File: config.mk
export PLATFORM = sky130hd
export DESIGN_NAME = fetch_stage
export DESIGN_NICKNAME = d
export VERILOG_FILES = /design/src/rtl/fetch_stage.sv
export SDC_FILE = /design/constraint.sdc
export NUM_CORES = 1
export LEC_CHECK = 0
export CAP_MARGIN = 10
export CELL_PAD_IN_SITES_DETAIL_PLACEMENT = 0
export CELL_PAD_IN_SITES_GLOBAL_PLACEMENT = 2
export CORE_ASPECT_RATIO = 0.6
export CORE_MARGIN = 5
export CORE_UTILIZATION = 28
export CTS_CLUSTER_SIZE = 10
export DETAILED_ROUTE_END_ITERATION = 8
export GPL_TIMING_DRIVEN = 0
export PLACE_DENSITY_LB_ADDON = 0.08
export SLEW_MARGIN = 20
export SYNTH_ARGS = -nofsm -noshare
export SYNTH_HDL_FRONTEND = slang
export SYNTH_SLANG_ARGS = --single-unit
export TNS_END_PERCENT = 30
File: constraint.sdc
create_clock -name clk -period 2.6 [get_ports clk]
set_input_delay 0.52 -clock clk [delete_from_list [all_inputs] [get_ports clk]]
set_output_delay 0.52 -clock clk [all_outputs]
set_load 0.02 [all_outputs]
File: src/rtl/fetch_stage.sv
`default_nettype none
// ============================================================================
//  Module      : fetch_stage
//  Description : Instruction fetch stage with variable-latency imem handshake,
//                one-entry decode hold buffer, flush/squash and HLT detection.
//                Optional macro FETCH_PERF_CNT_EN adds stall/squash counters.
//  Revision    : 1.0 - initial release
// ============================================================================
module fetch_stage #(
    parameter int                 ADDR_W    = 16,
    parameter int                 INSTR_W   = 16,
    parameter logic [INSTR_W-1:0] NOP_INSTR = 16'h0000
) (
    input  logic               clk,
    input  logic               rst,
    input  logic [ADDR_W-1:0]  pc,
    input  logic [ADDR_W-1:0]  pc_plus_two,
    input  logic               flush,
    input  logic               decode_stall,
    output logic               imem_req,
    output logic [ADDR_W-1:0]  imem_addr,
    input  logic               imem_ready,
    input  logic [INSTR_W-1:0] imem_rdata,
    output logic               stall_pc,
    output logic [INSTR_W-1:0] if_id_instr,
    output logic [ADDR_W-1:0]  if_id_pc_plus_two,
    output logic               if_id_valid,
    output logic               halted
`ifdef FETCH_PERF_CNT_EN
    ,
    output logic [15:0]        fetch_stall_cycles,
    output logic [15:0]        squash_count
`endif
);

    localparam logic [2:0] c_ST_IDLE    = 3'd0;
    localparam logic [2:0] c_ST_FETCH   = 3'd1;
    localparam logic [2:0] c_ST_HOLD    = 3'd2;
    localparam logic [2:0] c_ST_DISCARD = 3'd3;
    localparam logic [2:0] c_ST_HALT    = 3'd4;
    localparam logic [3:0] c_HLT_OPCODE = 4'hF;

    logic [2:0]         r_state;
    logic [INSTR_W-1:0] r_if_id_instr;
    logic [ADDR_W-1:0]  r_if_id_pc2;
    logic               r_if_id_valid;
    logic [INSTR_W-1:0] r_hold_instr;
    logic [ADDR_W-1:0]  r_hold_pc2;

    logic w_xfer;
    logic w_rdata_is_hlt;
    logic w_hold_is_hlt;

    assign w_xfer         = imem_req & imem_ready;
    assign w_rdata_is_hlt = (imem_rdata[INSTR_W-1 -: 4] == c_HLT_OPCODE);
    assign w_hold_is_hlt  = (r_hold_instr[INSTR_W-1 -: 4] == c_HLT_OPCODE);

    assign imem_addr         = pc;
    assign halted            = (r_state == c_ST_HALT);
    assign if_id_instr       = r_if_id_instr;
    assign if_id_pc_plus_two = r_if_id_pc2;
    assign if_id_valid       = r_if_id_valid;

    always_comb begin
        imem_req = (r_state == c_ST_FETCH) || (r_state == c_ST_DISCARD);
        stall_pc = 1'b1;
        if (flush) begin
            // Release the PC so it can take the redirect target this cycle.
            stall_pc = 1'b0;
        end else begin
            case (r_state)
                c_ST_FETCH: stall_pc = ~(w_xfer & ~decode_stall);
                c_ST_HOLD:  stall_pc = decode_stall;
                default:    stall_pc = 1'b1;
            endcase
        end
    end

    always_ff @(posedge clk or posedge rst) begin
        if (rst) begin
            r_state       <= c_ST_IDLE;
            r_if_id_instr <= NOP_INSTR;
            r_if_id_pc2   <= '0;
            r_if_id_valid <= 1'b0;
            r_hold_instr  <= NOP_INSTR;
            r_hold_pc2    <= '0;
        end else if (flush) begin
            r_if_id_instr <= NOP_INSTR;
            r_if_id_valid <= 1'b0;
            r_hold_instr  <= NOP_INSTR;
            r_hold_pc2    <= '0;
            // A request still waiting on memory must have its late data dropped.
            r_state       <= (r_state == c_ST_FETCH && !w_xfer) ? c_ST_DISCARD : c_ST_FETCH;
        end else begin
            case (r_state)
                c_ST_IDLE: begin
                    if (!decode_stall) r_if_id_valid <= 1'b0;
                    r_state <= c_ST_FETCH;
                end
                c_ST_FETCH: begin
                    if (w_xfer) begin
                        if (!decode_stall) begin
                            r_if_id_instr <= imem_rdata;
                            r_if_id_pc2   <= pc_plus_two;
                            r_if_id_valid <= 1'b1;
                            r_state       <= w_rdata_is_hlt ? c_ST_HALT : c_ST_FETCH;
                        end else begin
                            r_hold_instr <= imem_rdata;
                            r_hold_pc2   <= pc_plus_two;
                            r_state      <= c_ST_HOLD;
                        end
                    end else if (!decode_stall) begin
                        r_if_id_valid <= 1'b0;
                    end
                end
                c_ST_HOLD: begin
                    if (!decode_stall) begin
                        r_if_id_instr <= r_hold_instr;
                        r_if_id_pc2   <= r_hold_pc2;
                        r_if_id_valid <= 1'b1;
                        r_state       <= w_hold_is_hlt ? c_ST_HALT : c_ST_FETCH;
                    end
                end
                c_ST_DISCARD: begin
                    if (!decode_stall) r_if_id_valid <= 1'b0;
                    if (imem_ready) r_state <= c_ST_FETCH;
                end
                c_ST_HALT: begin
                    if (!decode_stall) r_if_id_valid <= 1'b0;
                end
                default: begin
                    r_state <= c_ST_IDLE;
                end
            endcase
        end
    end

`ifdef FETCH_PERF_CNT_EN
    logic [15:0] r_fetch_stall_cycles;
    logic [15:0] r_squash_count;
    logic        w_stall_inc;
    logic        w_squash_inc;

    assign w_stall_inc  = ((r_state == c_ST_FETCH) && imem_req && !imem_ready) ||
                          (r_state == c_ST_DISCARD);
    assign w_squash_inc = flush && (r_if_id_valid || imem_req);

    always_ff @(posedge clk or posedge rst) begin
        if (rst) begin
            r_fetch_stall_cycles <= '0;
            r_squash_count       <= '0;
        end else begin
            if (w_stall_inc && (r_fetch_stall_cycles != 16'hFFFF))
                r_fetch_stall_cycles <= r_fetch_stall_cycles + 16'd1;
            if (w_squash_inc && (r_squash_count != 16'hFFFF))
                r_squash_count <= r_squash_count + 16'd1;
        end
    end

    assign fetch_stall_cycles = r_fetch_stall_cycles;
    assign squash_count       = r_squash_count;
`endif

endmodule
`default_nettype wire
Word-level counts from Yosys, hierarchy flattened
Index checks and enable logic that the tools add are counted.
{ "totals": {"register_bits": 68, "latchBits": 0, "mem_bits_rw": 0, "rom_bits": 0, "input_bits": 53, "output_inout_bits": 52, "elab_cells": 73, "mem_count": 0} }
{ "op_classes": {"addsub": 0, "n_mul": 0, "n_div": 0, "magnitude_cmp": 0, "eq_ne": 14, "shift": 0, "muxes": 33, "n_bitwise": 5, "n_reduce_logical": 15} }
{ "ops": {"columns": ["operator", "n"], "rows": [
  ["$mux W16", 15],
  ["$pmux W16 S2", 2],
  ["$mux W3", 7],
  ["$pmux W3 S5", 1],
  ["$ne A3 B3 Y1 const B", 4],
  ["$eq A4 B4 Y1 const B", 2],
  ["$ne A2 B2 Y1 const B", 4],
  ["$reduce_and A4 Y1", 2],
  ["$reduce_bool A2 Y1", 4],
  ["$eq A3 B2 Y1 const B", 2],
  ["$mux W1", 5],
  ["$reduce_and A5 Y1", 1],
  ["$reduce_bool A4 Y1", 1],
  ["$eq A3 B1 Y1 const B", 1],
  ["$eq A3 B3 Y1 const B", 1],
  ["$logic_not A3 Y1", 1],
  ["$not A1 Y1", 3],
  ["$pmux W1 S3", 1],
  ["$reduce_and A3 Y1", 1],
  ["$reduce_bool A3 Y1", 1],
  ["$reduce_or A3 Y1", 1],
  ["$and A1 B1 Y1", 2],
  ["$mux W2", 1],
  ["$pmux W1 S2", 1],
  ["3 further kinds", 3]
]} }

Depth between registers and ports, before layout
Gate-level depths: netlist of run 1.
{ "depth": {"ltp_word": 7, "depth_mapped": 7, "mapped_depth_nobuf": 4} }

Worst setup path before layout of run 1
No wires, ideal clock.
{ "synth_path": {"kind": "input to output", "startpoint": "in decode_stall", "endpoint": "out stall_pc", "t_arrival_ns": 1.465, "slack_ns": 0.615, "stages": 5, "n_path_buf": 2, "cell_sequence": "clkbuf_1 > nor2_1 > a21boi_2 > buf_2 > nor2_1"} }
{ "synth_via": {"elab_chain_cells": 5} }
{ "synth_lines": {"columns": ["element", "line_no", "source"], "rows": [
  ["start: declaration", "19", "input logic decode_stall,"],
  ["$not A1 Y1", "72", "c_ST_FETCH: stall_pc = ~(w_xfer & ~decode_stall);"],
  ["$and A1 B1 Y1", "72", null],
  ["$not A1 Y1", "72", null],
  ["$pmux W1 S2 *", "71", "case (r_state)"],
  ["$mux W1 *", "67", "if (flush) begin"],
  ["end: declaration", "24", "output logic stall_pc,"]
]} }
Every way passes the cells marked *; elsewhere a longest branch is shown, timed or not.

Final worst setup path of run 1
{ "layout_path": {"startpoint": "in imem_ready", "endpoint": "out stall_pc"} }
{ "layout_via": {"elab_chain_cells": 5} }
{ "layout_lines": {"columns": ["element", "line_no", "source"], "rows": [
  ["start: declaration", "22", "input logic imem_ready,"],
  ["$and A1 B1 Y1", "54", "assign w_xfer = imem_req & imem_ready;"],
  ["$and A1 B1 Y1", "72", null],
  ["$not A1 Y1", "72", null],
  ["$pmux W1 S2", "71", null],
  ["$mux W1", "67", null]
]} }
No other way between the ends.

==> flow_metrics.py, run 1 <==
metrics = {
    "synthesis": {
        "syn_area_sq_um": 3310,
        "synth_ff_type": "dfrtp_1",
        "synth_compound_area_frac": 0.146,
        "yosys.area_share.simple": 0.157,
        "ys_warn_count": 0,
        "muxShareOfSynthArea": 0.0968,
        "syn_nets": 392,
        "synth_edf_count": 0,
        "synth_cell_types": 31,
        "syn_area_per_cell_sq_um": 9.76,
        "synth-async-reset-ratio": 1.00,
        "synthXorXnorAreaFrac": 0,
        "synth_cells": 339,
        "synth_fa_ha_area_frac": 0,
        "synth_top_family_by_area": "simple AND/OR/NAND/NOR gates",
        "synth_seq_cells": 68,
        "seq_area_frac_synth": 0.514,
    },
    "clocking": {
        "numCtsBuffers": 9,
        "cts.sinks": 68,
        "clock_path_buffers": 2,
        "insertion_delay_ns": 0.33,
        "cts_tree": "built",
        "cts_htree_levels": 3,
        "path_clk_slew_ns": 0.05,
        "cts_hold_buf": 0,
        "cts_root_buf": "clkbuf_16",
    },
    "die": {
        "start_util": 0.290,
        "die_x_um": 150,
        "dieArea_sq_um": 14200,
        "pin_count": 105,
        "fp.dieH_um": 94.2,
        "num_rows": 30,
        "core_area_sq_um": 11400,
    },
    "timing": {
        "max_freq_mhz": 394,
        "drv_slew": 0,
        "min_period_ns": 2.54,
        "period_share": 0.977,
        "fin_setup_tns_ns": 0,
        "relSlewSlack": 0.618,
        "hold_ws_ns": 0.474,
        "skew_ns": 0.00380,
        "hold_viol": 0,
        "worstMarginPinSlew_ns": 0.573,
        "setup_viol": 0,
    },
    "global_routing": {
        "grt_pass1_vias": 2796,
        "grt_usage": 0.142,
        "antenna_found_initial": 0,
        "grt-ovfl-total": 0,
        "grt_pass1_wl_um": 15200,
        "grt_max_degree": 42,
    },
    "worst_setup_path": {
        "ff2ff_path_depth": 6,
        "cp-end-kind": "output port",
        "cp.arrival_ns": 2.02,
        "r2r-start": "r_state[2]",
        "startpoint_type": "input port",
        "crit_fanout": 10,
        "worstPathRequired_ns": 2.08,
        "reg2reg_slack_ns": 0.81,
        "critical_path_class": "input port to output port",
        "r2r-end": "r_hold_instr[9]",
    },
    "job": {
        "drv_cap": 0,
    },
    "route": {
        "routed_wl_um": 9440,
        "drt-pass1-iter-count": 4,
        "drc": 0,
        "via_per_inst": 4.55,
        "ant_nets": 0,
        "drt_iter0_drc": 105,
        "vias": 2742,
        "wl_per_cell_um": 15.7,
    },
    "power": {
        "p_leak_nw": 1.94,
        "powerDensity_nw_per_um2": 711,
        "vdd_drop_max_v": 0.000282,
        "finalPower_mw": 3.34,
        "switching_share": 0.301,
        "internal-power_mw": 2.33,
        "pwr-share-seq": 0.386,
        "switching_power_mw": 1.01,
        "clockPowerShare": 0.338,
        "combPwrFrac": 0.276,
    },
    "cells_and_area": {
        "drive_gt1_frac": 0.133,
        "final_core_util": 0.412,
        "final-instance-count-excl-fill": 602,
        "n_antenna_cell": 0,
        "syn_to_final_growth_pct": 41.9,
        "nets": 491,
    },
    "place": {
        "place_inst": 587,
        "place_hpwl_um": 6860,
        "io_buffers": 87,
        "gp_congestion": 0.752,
    },
    "hold_path": {
        "hold-path-cell-count": 2,
        "min_to": "if_id_pc_plus_two[3]",
        "worstHoldStart": "if_id_pc_plus_two[3]",
        "hold_path.class": "flop to flop",
    },
    "status": {
        "status": "finished, final reports clean",
    },
}
## metrics by stage
step | worst slack, ns | instance area (sq um)
2_1_floorplan | 0.368 | 3310
4_1_cts | 0.0306 | 4690
6_report | 0.0609 | 4700
3_3_place_gp | -1.08 | 4380
3_5_place_dp | -0.521 | 4410
5_1_grt | -0.00828 | 4700
## sequential cells by signal, summed over array words and instances, names as in the netlist
register / cells
if_id_instr: 16
if_id_pc_plus_two: 16
r_hold_instr: 16
r_hold_pc2: 16
r_state: 3
if_id_valid: 1
## how the worst max path moves through the flow
stage | startpoint | end | slack (ns) | cells past startpoint
after floorplan | rst | if_id_instr[0] | 0.37 | 1
after global placement | rst | r_hold_instr[4] | -1.08 | 2
after detailed placement | flush | stall_pc | -0.52 | 5
after CTS | imem_ready | stall_pc | 0.03 | 6
after global routing | imem_ready | stall_pc | -0.008 | 6
final | imem_ready | stall_pc | 0.06 | 6
## cell usage after synthesis (all sizes together), types with 2 or more instances
master / n / area (sq um)
clkbuf: 10 / 37.5
o21ai: 20 / 126
mux2i: 32 / 320
dfrtp: 68 / 1700
a21oi: 35 / 175
nand4: 2 / 12.5
inv: 2 / 7.51
nor2: 22 / 98.9
nor2b: 3 / 18.8
nand2: 82 / 308
nand2b: 3 / 26.3
buf: 31 / 238
a211oi: 17 / 128
nand3b: 2 / 27.5
## placed cells by master, fill, tap and decap left out, types with 3 or more instances in the layout
cell type,n
a211oi_1,17
a21oi_1,35
buf_2,3
buf_4,24
buf_6,5
clkbuf_1,10
clkbuf_16,9
clkdlybuf4s50_1,85
dfrtp_1,68
mux2i_1,32
nand2_1,82
nor2_1,21
nor2b_1,3
o21ai_0,4
o21ai_1,9
o21ai_2,7
## power groups by stage
stage,logic (mW),registers [mW],clock network (mW)
floorplan,0.365,1.44,0
global placement,0.924,1.31,0
detailed placement,0.935,1.31,0
CTS,0.940,1.29,1.17
global route,1.01,1.31,1.21
finish,0.923,1.29,1.13
## area by class of cell
| cell class | count | area (sq um) |
|---|---|---|
| multi-input combinational | 228 | 1330 |
| buffer | 40 | 279 |
| inverter | 2 | 10.0 |
| tap | 160 | 200 |
| sequential | 68 | 1700 |
| clock inverter | 2 | 10.0 |
| fill | 1149 | 6710 |
| clock buffer | 13 | 260 |
| timing repair buffer | 89 | 903 |
## kinds of logic (layout without fill, tap and decap cells)
kind of cell / Yosys count / in the layout
AO/OA/AOI/OAI: 78 / 78
multiplexers: 32 / 32
buffers and inverters: 43 / 146
AND/OR/NAND/NOR: 118 / 118
flip-flops: 68 / 68
## worst max-delay path, cell delays in order
cell and delay, ns:
clkdlybuf4s50_1 0.58, nand3b_4 0.12, a21boi_4 0.21, buf_6 0.18, nor2_1 0.07, dlygate4sd2_1 0.33
## repair_timing
item	CTS	global route
gates resized for setup	6	0
hold endpoints to repair	0	0
endpoints found under the setup margin	1	1
pin swaps	0	1
gates cloned	0	0
buffers inserted	0	1
## per-layer routing
| layer | up-vias | global-route usage | wire length [um] |
|---|---|---|---|
| met5 | - | 0 | 0 |
| met4 | 0 | 0.0381 | 124 |
| met3 | 11 | 0.0487 | 580 |
| met2 | 83 | 0.201 | 3930 |
| met1 | 1312 | 0.203 | 4800 |
| li1 | 1336 | - | - |
No activity file was read; power rests on OpenSTA's default activity.
==> inputs of run 2 (changes only) <==
Settings changed: ABC_CLOCK_PERIOD_IN_PS set to 2600.
==> results of run 2 <==
The final DEF is identical to that of run 1; final timing and power are the same.
